<file path="config.mk">
export PLATFORM = sky130hd
export DESIGN_NAME = csa
export DESIGN_NICKNAME = d
export VERILOG_FILES = /design/src/rtl/csa.sv
export SDC_FILE = /design/constraint.sdc
export NUM_CORES = 1
export LEC_CHECK = 0
export ABC_AREA = 1
export BUFFER_PORTS_ARGS = -buffer_cell sky130_fd_sc_hd__buf_2
export CAP_MARGIN = 40
export CORE_MARGIN = 2
export CORE_UTILIZATION = 30
export DETAILED_ROUTE_END_ITERATION = 12
export SETUP_SLACK_MARGIN = 0.02
export SYNTH_ARGS = -nofsm -noshare
export SYNTH_HDL_FRONTEND = slang
export SYNTH_SLANG_ARGS = --single-unit
</file>
<file path="constraint.sdc">
create_clock -name clk -period 9 [get_ports clk]
set_input_delay 1.35 -clock clk [delete_from_list [all_inputs] [get_ports clk]]
set_output_delay 1.35 -clock clk [all_outputs]
set_load 0.1 [all_outputs]
</file>
<file path="src/rtl/csa.sv">
// ============================================================================
// Module   : csa
// Purpose  : 16-bit carry-select adder (4-bit blocks) with registered result.
//            Optional input register stage enabled by `define CSA_INPUT_REG_EN.
// Revision : 1.0 - initial release
// ============================================================================
`default_nettype none

module csa (
  input  logic        clk,
  input  logic        rst,
  input  logic        in_valid,
  input  logic [15:0] a,
  input  logic [15:0] b,
  input  logic        c_in,
  output logic [15:0] sum,
  output logic        c_out,
  output logic        out_valid
);

  logic [15:0] w_a;
  logic [15:0] w_b;
  logic        w_cin;
  logic        w_vld;

`ifdef CSA_INPUT_REG_EN
  logic [15:0] r_a;
  logic [15:0] r_b;
  logic        r_cin;
  logic        r_vld;

  always_ff @(posedge clk) begin
    if (rst) begin
      r_a   <= 16'h0000;
      r_b   <= 16'h0000;
      r_cin <= 1'b0;
      r_vld <= 1'b0;
    end else begin
      r_a   <= a;
      r_b   <= b;
      r_cin <= c_in;
      r_vld <= in_valid;
    end
  end

  assign w_a   = r_a;
  assign w_b   = r_b;
  assign w_cin = r_cin;
  assign w_vld = r_vld;
`else
  assign w_a   = a;
  assign w_b   = b;
  assign w_cin = c_in;
  assign w_vld = in_valid;
`endif

  logic [15:0] w_sum;
  logic [4:1]  w_bc;     // w_bc[k] is the carry into block k
  logic [4:0]  w_c0;

  // Block 0: plain ripple chain fed by the external carry-in.
  assign w_c0[0] = w_cin;
  for (genvar i = 0; i < 4; i++) begin : g_blk0
    assign w_sum[i]  = w_a[i] ^ w_b[i] ^ w_c0[i];
    assign w_c0[i+1] = (w_a[i] & w_b[i]) | (w_c0[i] & (w_a[i] ^ w_b[i]));
  end
  assign w_bc[1] = w_c0[4];

  // Blocks 1-3: both carry hypotheses computed up front, selected by the incoming carry.
  for (genvar k = 1; k < 4; k++) begin : g_sel
    logic [4:0] w_cz;
    logic [4:0] w_co;
    logic [3:0] w_sz;
    logic [3:0] w_so;

    assign w_cz[0] = 1'b0;
    assign w_co[0] = 1'b1;

    for (genvar i = 0; i < 4; i++) begin : g_fa
      assign w_sz[i]   = w_a[4*k+i] ^ w_b[4*k+i] ^ w_cz[i];
      assign w_cz[i+1] = (w_a[4*k+i] & w_b[4*k+i]) | (w_cz[i] & (w_a[4*k+i] ^ w_b[4*k+i]));
      assign w_so[i]   = w_a[4*k+i] ^ w_b[4*k+i] ^ w_co[i];
      assign w_co[i+1] = (w_a[4*k+i] & w_b[4*k+i]) | (w_co[i] & (w_a[4*k+i] ^ w_b[4*k+i]));
    end

    assign w_sum[4*k+3:4*k] = w_bc[k] ? w_so : w_sz;
    assign w_bc[k+1]        = w_bc[k] ? w_co[4] : w_cz[4];
  end

  logic [15:0] r_sum;
  logic        r_cout;
  logic        r_ovld;

  always_ff @(posedge clk) begin
    if (rst) begin
      r_sum  <= 16'h0000;
      r_cout <= 1'b0;
      r_ovld <= 1'b0;
    end else begin
      r_ovld <= w_vld;
      if (w_vld) begin
        r_sum  <= w_sum;
        r_cout <= w_bc[4];
      end
    end
  end

  assign sum       = r_sum;
  assign c_out     = r_cout;
  assign out_valid = r_ovld;

endmodule

`default_nettype wire

</file>
==> flow_summary.json <==
{
  "slew_headroom": 0.654,
  "antenna_found_initial": 0,
  "ys_types": 13,
  "worstSetupPathType": "in2reg",
  "worst_pin_slew_ps": 519,
  "crit_slowest_cell": "fa_1",
  "rsz0062_at_grt": "no",
  "cp_max_fo": 4,
  "stdcell_count": 234,
  "ys_ff_latch": 18,
  "num_vias": 957,
  "cts_hold_buf": 0,
  "slew_viol_final": 0,
  "place_hpwl_mm": 1.77,
  "nets": 242,
  "synth.avg_cell_area_um2": 8.43,
  "clk_latency_ps": 250,
  "max_freq_mhz": 149,
  "antenna_cells": 0,
  "leakagePower_nw": 0.796,
  "syn-num-nets": 188,
  "drc_errors": 0,
  "endpoint_kind": "flip-flop",
  "fin_crit_ps": 6710,
  "arrival_ps": 6900,
  "track_usage": 0.111,
  "netlist_area_um2": 1120,
  "io_pins": 54,
  "clk_pin_slew_ps": 70,
  "r2r_setup_slack_ps": 8330,
  "htree_num_levels": 1,
  "cts_buffers": 3,
  "clockBufferDepth": 2,
  "top_usage_layer": "met2",
  "die_area_um2": 4240,
  "areaGrowthSynthToFinish_pct": 30.2,
  "grt_pass1_wl_mm": 3.66,
  "cpMostUsedCell": "fa_1",
  "grt_pass1_vias": 856,
  "met3_usage": 0.0342,
  "fin_crit_sh": 0.745,
  "cts_root_buf": "clkbuf_8",
  "cts_resized": 0,
  "cts_setup_buffers": 0,
  "grt_util_met1": 0.148,
  "synthCells": 133,
  "drive_above_1_share": 0.360,
  "fp-row-count": 22,
  "dpl.cell_count": 230,
  "met2_usage": 0.182,
  "dieWidth_um": 65.1,
  "status": "completed",
  "gp_congestion": 0.734,
  "cts_tree": "done",
  "gr-total-overflow": 0,
  "cpPeakStageDelay_ps": 430,
  "start_util": 0.309,
  "die_y_um": 65.1,
  "drtAntennaViolNets": 0,
  "seq_area_frac_synth": 0.321,
  "wl_per_cell_um": 9.55,
  "core_area_um2": 3630,
  "routed_wl_mm": 2.23,
  "total_power_w": 0.000265,
  "grt_max_degree": 27,
  "io_buffers": 53,
  "dr.pass1.iters": 2,
  "first_iter_violations": 39,
  "cp-start-kind": "input port",
  "required_ps": 9190,
  "setup_tns_ps": 0,
  "setup_viol": 0,
  "crit_chain": "buf_2, fa_1, fa_1, fa_1, inv_1, fa_1, o21ai_0, fa_1, fa_1, inv_1, fa_1, o21ai_0, fa_1, fa_1, inv_1, fa_1, o21ai_0, fa_1, fa_1, inv_1, fa_1, nand2_2, nand2_1, nor2_1",
  "power.density_nw_per_um2": 182,
  "finClkSkew_ps": 0,
  "yosys_warnings": 0,
  "ir_drop_mv": 0.0664,
  "hold_class": "reg2reg",
  "cts.sinks": 18,
  "hold_viol": 0,
  "vias_per_cell": 4.09,
  "cap_violations": 0
}
metrics by stage:
stage | utilization | instance area (um^2) | hold slack [ps] | setup slack [ps]
6_report | 0.402 | 1460 | 470 | 2290
3_5_place_dp | 0.387 | 1410 | 464 | 2000
3_3_place_gp | 0.387 | 1410 | 458 | 2100
2_1_floorplan | - | 1120 | 909 | 2450
5_1_grt | 0.402 | 1460 | 498 | 1840
4_1_cts | 0.402 | 1460 | 475 | 2270
power breakdown:
part / total (W) / internal, W / switching (W)
clock network: 0.0000652 / 0.0000388 / 0.0000264
logic: 0.000110 / 0.0000264 / 0.0000832
registers: 0.0000906 / 0.0000873 / 0.00000326
total: 0.000265 / 0.000153 / 0.000113
critical path, delay by kind of cell:
family,cells,cell delay [ps]
AO/OA/AOI/OAI,3,350
adder cells (fa/ha/maj),13,4560
buffers and inverters,5,420
AND/OR/NAND/NOR,3,210
layer usage:
layer	share of wire	routed length (um)	vias to the layer above
met3	0.060	134	2
met1	0.48	1060	431
met5	0	0	-
li1	-	-	500
met2	0.46	1030	24
met4	0.0045	10	0
cell usage in the layout, fill, tap and decap left out, drive strengths merged:
cell     n
buf     53
clkbuf   4
dfxtp   18
fa      13
ha       6
inv     20
nand2   19
nor2    38
o21ai   15
worst paths after layout:
| kind | cells after the start | end | startpoint |
|---|---|---|---|
| setup / recovery | 24 | sum[15] | a[0] |
| hold / removal | 2 | sum[11] | sum[11] |
| setup reg to reg | 2 | sum[4] | sum[4] |
| hold reg to reg | 2 | sum[11] | sum[11] |
flip-flops by register name, indices dropped and copies added (netlist names):
register,count
c_out,1
out_valid,1
sum,16
synth_stat cells:
| library cell | instances | area, um^2 |
|---|---|---|
| o21ai_0 | 6 | 30.0 |
| buf_4 | 1 | 7.51 |
| nor2_1 | 36 | 135 |
| fa_1 | 13 | 260 |
| buf_6 | 3 | 33.8 |
| ha_1 | 6 | 75.1 |
| inv_2 | 2 | 7.51 |
| dfxtp_1 | 18 | 360 |
| nand2_2 | 6 | 37.5 |
| nor2_2 | 2 | 12.5 |
| nand2_1 | 13 | 48.8 |
| inv_1 | 18 | 67.6 |
| o21ai_1 | 9 | 45.0 |
final cells by class:
cell class	instances	area [um^2]
clock buffers	4	55.1
flip-flops and latches	18	360
fillers	401	2170
inverters	20	75.1
multi-input cells	91	644
well taps	48	60.1
repair buffers	53	265
kinds of logic after synthesis:
family	after synthesis	share of synthesized area
compound gates	15	0.0670
flops	18	0.321
buf+inv	24	0.104
fa+ha+maj	19	0.299
simple gates	57	0.209
Power figures use the tool's default switching activity.
